<file path="config.mk">
export PLATFORM = sky130hd
export DESIGN_NAME = btn_debounce_pulse
export DESIGN_NICKNAME = d
export VERILOG_FILES = /design/src/rtl/btn_debounce_pulse.sv
export SDC_FILE = /design/constraint.sdc
export NUM_CORES = 1
export LEC_CHECK = 0
export CELL_PAD_IN_SITES_DETAIL_PLACEMENT = 0
export CELL_PAD_IN_SITES_GLOBAL_PLACEMENT = 1
export CORE_MARGIN = 2
export CORE_UTILIZATION = 25
export CTS_BUF_LIST = sky130_fd_sc_hd__clkbuf_4
export CTS_CLUSTER_SIZE = 40
export DETAILED_ROUTE_END_ITERATION = 8
export PLACE_DENSITY_LB_ADDON = 0.1
export SLEW_MARGIN = 0
export SYNTH_ARGS = -nofsm -noshare
export SYNTH_HDL_FRONTEND = slang
export SYNTH_SLANG_ARGS = --single-unit
</file>
<file path="constraint.sdc">
create_clock -name clk -period 4.87 [get_ports clk]
set_input_delay 0.7305 -clock clk [delete_from_list [all_inputs] [get_ports clk]]
set_output_delay 0.7305 -clock clk [all_outputs]
set_load 0.02 [all_outputs]
</file>
<file path="src/rtl/btn_debounce_pulse.sv">
// btn_debounce_pulse: synchronises and debounces a raw push-button, emitting a
//   one-cycle press pulse, a debounced level and a one-shot long-press pulse.
// Latency: press/release confirmed DEBOUNCE_CYCLES+2 edges after first sample.
// Backpressure: none; free-running conditioning stage with no handshake.
//
// Ports:
//   clk        in   system clock, rising edge
//   reset      in   asynchronous, active-high
//   btn_raw    in   raw asynchronous button, active-high
//   btn_pulse  out  one cycle per confirmed press
//   long_pulse out  one cycle, at most once per press, after LONG_CYCLES hold
//   btn_level  out  debounced button level
//   state_dbg  out  FSM state code (00 idle, 01 press wait, 11 pressed, 10 release wait)
module btn_debounce_pulse #(
  parameter int DEBOUNCE_CYCLES = 50000,
  parameter int LONG_CYCLES     = 25000000,
  parameter int CNT_W           = 26
) (
  input  logic       clk,
  input  logic       reset,
  input  logic       btn_raw,
  output logic       btn_pulse,
  output logic       long_pulse,
  output logic       btn_level,
  output logic [1:0] state_dbg
);

  typedef enum logic [1:0] {
    IDLE         = 2'b00,
    PRESS_WAIT   = 2'b01,
    PRESSED      = 2'b11,
    RELEASE_WAIT = 2'b10
  } state_t;

  localparam logic [CNT_W-1:0] DB_LAST   = CNT_W'(DEBOUNCE_CYCLES - 1);
  localparam logic [CNT_W-1:0] LONG_LAST = CNT_W'(LONG_CYCLES - 1);

  logic             r_sync0;
  logic             r_sync1;
  logic             w_btn_s;
  state_t           r_state;
  state_t           w_state_nxt;
  logic [CNT_W-1:0] r_dcnt;
  logic [CNT_W-1:0] r_hcnt;
  logic             r_long_done;
  logic             r_btn_pulse;
  logic             r_long_pulse;
  logic             r_btn_level;
  logic             w_confirm;
  logic             w_release;
  logic             w_dcnt_inc;
  logic             w_holding;
  logic             w_long_hit;

  // Two-flop synchroniser; only the second stage feeds the FSM.
  always_ff @(posedge clk or posedge reset) begin
    if (reset) begin
      r_sync0 <= 1'b0;
      r_sync1 <= 1'b0;
    end else begin
      r_sync0 <= btn_raw;
      r_sync1 <= r_sync0;
    end
  end

  assign w_btn_s = r_sync1;

  always_ff @(posedge clk or posedge reset) begin
    if (reset) begin
      r_state <= IDLE;
    end else begin
      r_state <= w_state_nxt;
    end
  end

  always_comb begin
    w_state_nxt = r_state;
    w_confirm   = 1'b0;
    w_release   = 1'b0;
    w_dcnt_inc  = 1'b0;
    case (r_state)
      IDLE: begin
        if (w_btn_s) w_state_nxt = PRESS_WAIT;
      end
      PRESS_WAIT: begin
        if (!w_btn_s) begin
          w_state_nxt = IDLE;
        end else if (r_dcnt == DB_LAST) begin
          w_state_nxt = PRESSED;
          w_confirm   = 1'b1;
        end else begin
          w_dcnt_inc = 1'b1;
        end
      end
      PRESSED: begin
        if (!w_btn_s) w_state_nxt = RELEASE_WAIT;
      end
      RELEASE_WAIT: begin
        if (w_btn_s) begin
          w_state_nxt = PRESSED;
        end else if (r_dcnt == DB_LAST) begin
          w_state_nxt = IDLE;
          w_release   = 1'b1;
        end else begin
          w_dcnt_inc = 1'b1;
        end
      end
      default: w_state_nxt = IDLE;
    endcase
  end

  // Hold time accrues while the debounced level is high, including the
  // release window, so a bouncy release does not restart the long count.
  assign w_holding  = (r_state == PRESSED) || (r_state == RELEASE_WAIT);
  assign w_long_hit = w_holding && !r_long_done && (r_hcnt == LONG_LAST);

  always_ff @(posedge clk or posedge reset) begin
    if (reset) begin
      r_dcnt <= '0;
    end else if (w_state_nxt != r_state) begin
      r_dcnt <= '0;
    end else if (w_dcnt_inc) begin
      r_dcnt <= r_dcnt + 1'b1;
    end
  end

  // hcnt freezes once the threshold is hit; long_done blocks re-firing.
  always_ff @(posedge clk or posedge reset) begin
    if (reset) begin
      r_hcnt      <= '0;
      r_long_done <= 1'b0;
    end else if (w_confirm) begin
      r_hcnt      <= '0;
      r_long_done <= 1'b0;
    end else if (w_long_hit) begin
      r_long_done <= 1'b1;
    end else if (w_holding && !r_long_done) begin
      r_hcnt <= r_hcnt + 1'b1;
    end
  end

  always_ff @(posedge clk or posedge reset) begin
    if (reset) begin
      r_btn_pulse  <= 1'b0;
      r_long_pulse <= 1'b0;
      r_btn_level  <= 1'b0;
    end else begin
      r_btn_pulse  <= w_confirm;
      r_long_pulse <= w_long_hit;
      if (w_confirm) begin
        r_btn_level <= 1'b1;
      end else if (w_release) begin
        r_btn_level <= 1'b0;
      end
    end
  end

  assign btn_pulse  = r_btn_pulse;
  assign long_pulse = r_long_pulse;
  assign btn_level  = r_btn_level;
  assign state_dbg  = r_state;

endmodule

</file>
==> results of run 1 <==
==> synthesized netlist by cell type <==
cell type,instances,area share
dfrtp_1,60,0.45
nor2_1,41,0.046
a21oi_1,28,0.042
nand3_1,27,0.041
o21ai_0,23,0.035
nand2_1,22,0.025
nand4_1,20,0.038
or3_1,19,0.036
xnor2_1,17,0.045
xor2_1,11,0.029
and3_1,9,0.017
clkbuf_1,9,0.010
inv_1,8,0.0090
nor3_1,8,0.012
and2_1,6,0.011
ha_1,6,0.023
and4_1,5,0.013
nor4_1,5,0.0094
o211ai_1,5,0.011
or4_1,4,0.0090
buf_2,3,0.0045
nor4b_1,3,0.0079
o31ai_1,3,0.0068
a22o_1,2,0.0053
buf_6,2,0.0068
nor2b_1,2,0.0038
a221o_1,1,0.0030
a32oi_1,1,0.0026
buf_4,1,0.0023
mux2_2,1,0.0034
nand4b_1,1,0.0026
nor2_2,1,0.0019
nor3_4,1,0.0049
nor3b_1,1,0.0023
nor4b_2,1,0.0045
nor4bb_1,1,0.0030
o21a_1,1,0.0023
o21ai_1,1,0.0015
o21ba_2,1,0.0030
o221ai_1,1,0.0026
o22ai_1,1,0.0019
o2bb2ai_1,1,0.0026
o31a_1,1,0.0026
o41ai_1,1,0.0026
or4_4,1,0.0034
==> per-layer routing <==
metal,track usage,vias up,routed length [um]
met5,0,-,0
met4,0.04412,0,120
met3,0.03305,10,219
met2,0.2080,40,3957
met1,0.1604,1294,3924
li1,-,1353,-
==> registers in the layout (all words and copies together) (netlist names) <==
name,count
r_sync0,1
btn_level,1
r_dcnt,26
long_pulse,1
r_hcnt,26
r_long_done,1
r_sync1,1
state_dbg,2
btn_pulse,1
==> worst max-delay path: cells and delay by family (launching register included) <==
family             cells  cell delay [ns]
AOI/OAI and AO/OA      2             1.00
and+or+nand+nor        3             1.30
DFF                    1             0.43
==> cells by family after synthesis <==
group	after synthesis
AOI/OAI and AO/OA	71
xor gates and xnor gates	28
adders and majority gates	6
buffers and inverters	23
DFF	60
muxes	1
and+or+nand+nor	178
==> cell type report <==
cell class | instances | share of cell area
clock inverter | 4 | 0.01121
sequential | 60 | 0.4076
tap | 176 | 0.05978
inverter | 8 | 0.008152
timing repair buffer | 10 | 0.02514
multi-input combinational | 284 | 0.4657
clock buffer | 11 | 0.02242
==> per-stage QoR <==
stage	cell area [um^2]	setup WS [ns]	hold WS [ns]	cells
after floorplan	3326	2.446	0.3312	367
after global placement	3560	1.984	0.3321	538
after detailed placement	3560	1.944	0.3389	538
after CTS	3684	1.913	0.3625	553
after global routing	3684	1.693	0.3794	553
final	3684	1.988	0.3575	553
==> power by group through the flow <==
stage	Sequential [uW]	Clock, uW	Combinational [uW]
after floorplan	538	0	149
after global placement	538	0	182
after detailed placement	538	0	183
after CTS	528	368	184
after global routing	531	389	206
final	528	344	180
==> worst min path at each step <==
stage / start / to / slack (ns) / depth (start not counted)
floorplan: r_sync0$_DFF_PP0_ / r_sync1$_DFF_PP0_ / 0.33 / 0
global placement: r_sync0$_DFF_PP0_ / r_sync1$_DFF_PP0_ / 0.33 / 0
detailed placement: r_sync0$_DFF_PP0_ / r_sync1$_DFF_PP0_ / 0.34 / 0
CTS: r_sync0$_DFF_PP0_ / r_sync1$_DFF_PP0_ / 0.36 / 0
global route: r_sync0$_DFF_PP0_ / r_sync1$_DFF_PP0_ / 0.38 / 0
finish: r_sync0$_DFF_PP0_ / r_sync1$_DFF_PP0_ / 0.36 / 0
==> qor.yml, run 1 <==
grt:
  grt.total_usage: 0.1263
  grt_max_degree: 37
  grt_pass1_wl_mm: 14.12
  grt_pass1_vias: 2719
  grt.overflow.total: 0
  antenna_found_initial: 0
power_and_ir_drop:
  ir_worst_vdd_mv: 0.1479
  combPwrFrac: 0.171
  pwr_density_cell_nw_per_um2: 285.6
  p_leak_uw: 0.001468
  p_int_uw: 728.6
  swShare: 0.3075
  p_seq_frac: 0.502
  power_uw: 1052
  power_switching_uw: 323.5
  p_clk_frac: 0.327
layout:
  syn_to_final_growth_pct: 10.76
  finalNetCount: 382
  fin_util: 0.2804
  drive_gt1_frac: 0.05836
  regArea_um2: 1501
  final_cell_mix: "dfrtp_1, nor2_1, a21oi_1"
  multi_input_area_um2: 1715
  final_common_cell: "dfrtp_1"
  nFillCells: 1463
  n_antenna_cell: 0
sta:
  tightest_slew_ns: 1.179
  hold_viol: 0
  finalClockSkew_ns: 0.01593
  slew_viol_final: 0
  finalSetupViolations: 0
  min_period_ns: 2.882
  rsz0062_at_grt: "no"
  slew_headroom: 0.2109
  setup-tns-final_ns: 0
  fin_crit_sh: 0.5917
  fmax_mhz: 347.0
synth:
  ys_seq_elements: 60
  synth_compound_area_frac: 0.1249
  syn-num-nets: 376
  synth.mux.area_fraction: 0.003386
  yosys.area_share.simple: 0.2912
  ys_seq_area_frac: 0.4515
  synthCells: 367
  syn_avg_cell_area_um2: 9.062
  yosysUniqueCellTypes: 45
  synth-xor-area-share: 0.07374
  yosysWarnings: 0
  synth_top_family_by_area: "simple AND/OR/NAND/NOR gates"
  netlist_area_um2: 3326
  synth_adder_area_share: 0.02257
route:
  vias: 2697
  ant_nets: 0
  drc: 0
  drt_wl_total_mm: 8.221
  dr.pass1.iters: 4
  drtIter0Drc: 237
  avgRoutedWirePerCell_um: 14.87
  via_per_inst: 4.877
worst_setup_path:
  r2r_setup_slack_ns: 1.99
  r2r_start: "r_dcnt[12]$_DFFE_PP0P_"
  arrival_ns: 3.13
  worst-r2r-cell-count: 5
  path_cells: "or4_1, or4_4, o22ai_1, a221o_1, nor2_1"
  endpoint: "r_dcnt[19]$_DFFE_PP0P_"
  slowest_stage: "a221o_1"
  setup.worst_path.end_class: "register"
  crit_start: "r_dcnt[12]$_DFFE_PP0P_"
  critical_path_class: "reg2reg"
  worstPathRequired_ns: 5.12
  cpPeakStageDelay_ns: 0.85
  r2r-end: "r_dcnt[19]$_DFFE_PP0P_"
  critPathMaxFanout: 26
  cp-start-kind: "register"
clocking:
  clockBufferDepth: 2
  cts_buffers: 9
  root_buffer: "clkbuf_4"
  cts_setup_buffers: 0
  hold_buffers: 0
  path_clk_slew_ns: 0.10
  cts.sinks: 60
  cts_tree: "yes"
  cts.repair.resized: 0
  worstSkewPairLatency_ns: 0.42
  cts_max_level: 3
die:
  core_area_um2: 13140
  die_h_um: 119.3
  rows: 42
  initial_core_util: 0.2531
  ios: 8
  dieArea_um2: 14240
  die_w_um: 119.3
placement:
  gp_congestion: 0.7482
  numPortBuffers: 7
  hpwlAfterDp_mm: 5.473
flow_run:
  cap_violations: 0
outcome:
  outcome: "completed"
hold_path:
  hold_path_class: "reg2reg"
Power figures use the tool's default switching activity.
==> inputs of run 2 (changes only) <==
==> constraint.sdc (replaced) <==
create_clock -name clk -period 2.8 [get_ports clk]
set_input_delay 0.42 -clock clk [delete_from_list [all_inputs] [get_ports clk]]
set_output_delay 0.42 -clock clk [all_outputs]
set_load 0.02 [all_outputs]
==> qor.yml, run 2 (synthesis gave the netlist of run 1 again) <==
layout:
  n_antenna_cell: 0  # unchanged
  final_common_cell: "dfrtp_1"  # unchanged
  final_cell_mix: "dfrtp_1, nor2_1, a21oi_1"  # unchanged
  syn_to_final_growth_pct: 12.64  # was 10.76%
  final_area_um2: 3746  # was 3684 um^2
  finalNetCount: 391  # was 382
  drive_gt1_frac: 0.08269  # was 0.05836
outcome:
  outcome: "completed"  # unchanged
sta:
  finalClockSkew_ns: 0.02073  # was 0.01593 ns
  hold_viol: 0  # unchanged
  finalSetupViolations: 0  # unchanged
  slew_viol_final: 0  # unchanged
  slew_headroom: 0.5390  # was 0.2109
  fin_crit_sh: 0.8688  # was 0.5917
  setup_slack_ns: 0.3673  # was 1.988 ns
  fmax_mhz: 411.1  # was 347.0 MHz
  setup-tns-final_ns: 0  # unchanged
  tightest_slew_ns: 0.6897  # was 1.179 ns
  rsz0062_at_grt: "no"  # unchanged
  min_period_ns: 2.433  # was 2.882 ns
clocking:
  worstSkewPairLatency_ns: 0.42  # about the same
  cts_tree: "yes"  # unchanged
  cts.sinks: 60  # unchanged
  cts_buffers: 9  # unchanged
  root_buffer: "clkbuf_4"  # unchanged
  clockBufferDepth: 2  # unchanged
  cts_setup_buffers: 0  # unchanged
  path_clk_slew_ns: 0.11  # was 0.10 ns
  cts.repair.resized: 0  # unchanged
  cts_max_level: 3  # unchanged
  hold_buffers: 0  # unchanged
power_and_ir_drop:
  pwr_density_cell_nw_per_um2: 475.6  # was 285.6 nW/um^2
  combPwrFrac: 0.190  # was 0.171
  ir_worst_vdd_mv: 0.1943  # was 0.1479 mV
  p_int_uw: 1186  # was 728.6 uW
  p_clk_frac: 0.295  # was 0.327
  p_leak_uw: 0.001500  # was 0.001468 uW
  power_switching_uw: 595.7  # was 323.5 uW
  swShare: 0.3343  # was 0.3075
  power_uw: 1782  # was 1052 uW
  p_seq_frac: 0.516  # was 0.502
route:
  drtIter0Drc: 168  # was 237
  via_per_inst: 4.849  # was 4.877
  avgRoutedWirePerCell_um: 14.87  # about the same
  dr.pass1.iters: 4  # unchanged
  ant_nets: 0  # unchanged
  vias: 2730  # was 2,697
  drc: 0  # unchanged
  drt_wl_total_mm: 8.373  # was 8.221 mm
hold_path:
  hold_path_class: "in2async"  # was reg2reg
worst_setup_path:
  crit_family: "simple AND/OR/NAND/NOR gates"  # unchanged
  path_buf_inv: 1  # was 0
  setup.worst_path.end_class: "register"  # unchanged
  path_cells: "or4_1, or4_4, o22ai_1, a221o_1, buf_4, nor2_1"  # was or4_1, or4_4, o22ai_1, a221o_1, nor2_1
  arrival_ns: 2.72  # was 3.13 ns
  slowest_stage: "or4_4"  # was a221o_1
  critPathMaxFanout: 26  # unchanged
  cpPeakStageDelay_ns: 0.59  # was 0.85 ns
  worstPathRequired_ns: 3.09  # was 5.12 ns
  cp-start-kind: "register"  # unchanged
  critical_path_class: "reg2reg"  # unchanged
die:
  initial_core_util: 0.2531  # unchanged
  dieArea_um2: 14240  # unchanged
  rows: 42  # unchanged
  core_area_um2: 13140  # unchanged
  die_w_um: 119.3  # unchanged
  ios: 8  # unchanged
  die_h_um: 119.3  # unchanged
grt:
  grt_pass1_vias: 2779  # was 2,719
  grt.total_usage: 0.1269  # was 0.1263
  grt.overflow.total: 0  # unchanged
  grt_max_degree: 31  # was 37
  grt_pass1_wl_mm: 14.39  # was 14.12 mm
  antenna_found_initial: 0  # unchanged
placement:
  numPortBuffers: 7  # unchanged
  preCtsSetupSlack_ns: 0.3275  # was 1.944 ns
  dpl_cell_area_um2: 3640  # was 3560 um^2
  gp_congestion: 0.6875  # was 0.7482
  hpwlAfterDp_mm: 5.758  # was 5.473 mm
flow_run:
  cap_violations: 0  # unchanged
[run 2: cell types whose count changed in the layout (fill, tap and decap cells not counted)]
cell | previous run | this run
buf_4 | 3 | 11
clkinvlp_4 | 0 | 2
buf_12 | 0 | 1
bufinv_16 | 1 | 0
clkbuf_4 | 11 | 10
clkinv_2 | 0 | 1
[run 2: path summary, 6_finish.rpt]
path / start / to / slack (ns) / depth (start not counted)
hold reg to reg: r_sync0$_DFF_PP0_ / r_sync1$_DFF_PP0_ / 0.36 / 0
min in group clk: r_sync0$_DFF_PP0_ / r_sync1$_DFF_PP0_ / 0.36 / 0
setup / recovery: r_dcnt[12]$_DFFE_PP0P_ / r_dcnt[13]$_DFFE_PP0P_ / 0.37 / 6
setup reg to reg: r_dcnt[12]$_DFFE_PP0P_ / r_dcnt[13]$_DFFE_PP0P_ / 0.37 / 6
hold / removal: reset / r_dcnt[17]$_DFFE_PP0P_ / 0.24 / 2
max in group asynchronous: reset / state_dbg[0]$_DFF_PP0_ / 1.85 / 3
[run 2: power groups by stage]
stage               clock [uW]  combinational [uW]  sequential [uW]
global route               596                 380              925
CTS                        569                 350              920
finish                     525                 338              919
floorplan                    0                 259              936
global placement             0                 352              933
detailed placement           0                 349              936
[run 2: layer usage]
layer  up-vias  GRT usage  wire (um)
li1       1372          -          -
met1      1325     0.1625       3963
met2        24     0.2101       4077
met3         9    0.03209        215
met4         0    0.03971        115
met5         -          0          0
[run 2: metrics by stage]
stage / hold WS (ns) / cells / utilization
2_1_floorplan: 0.3312 / 367 / -
5_1_grt: 0.2567 / 563 / 0.2851
6_report: 0.2438 / 563 / 0.2851
3_5_place_dp: 0.3365 / 547 / 0.2770
4_1_cts: 0.2215 / 563 / 0.2851
3_3_place_gp: 0.3329 / 547 / 0.2770
[run 2: final cells by class]
type | count | area [um^2]
Clock buffer | 10 | 75.07
Inverter | 8 | 30.03
Multi-Input combinational cell | 284 | 1715
Timing Repair Buffer | 19 | 172.7
Fill cell | 1419 | 9392
Clock inverter | 6 | 31.28
Sequential cell | 60 | 1501
Tap cell | 176 | 220.2
[run 2: worst reg2reg max path, cell delays in order (launching register included)]
cell     delay, ns
dfrtp_1       0.43
or4_1         0.58
or4_4         0.59
o22ai_1       0.17
a221o_1       0.16
buf_4         0.29
nor2_1        0.09
==> inputs of run 3 (changes only) <==
--- a/config.mk
+++ b/config.mk
@@ -12,8 +12,9 @@
 export CTS_BUF_LIST = sky130_fd_sc_hd__clkbuf_4
 export CTS_CLUSTER_SIZE = 40
 export DETAILED_ROUTE_END_ITERATION = 8
+export HOLD_SLACK_MARGIN = 0.06
 export PLACE_DENSITY_LB_ADDON = 0.1
-export SLEW_MARGIN = 0
+export SLEW_MARGIN = 30
 export SYNTH_ARGS = -nofsm -noshare
 export SYNTH_HDL_FRONTEND = slang
 export SYNTH_SLANG_ARGS = --single-unit
==> results of run 3 <==
No change in the layout: final DEF, timing and power equal those of run 2.
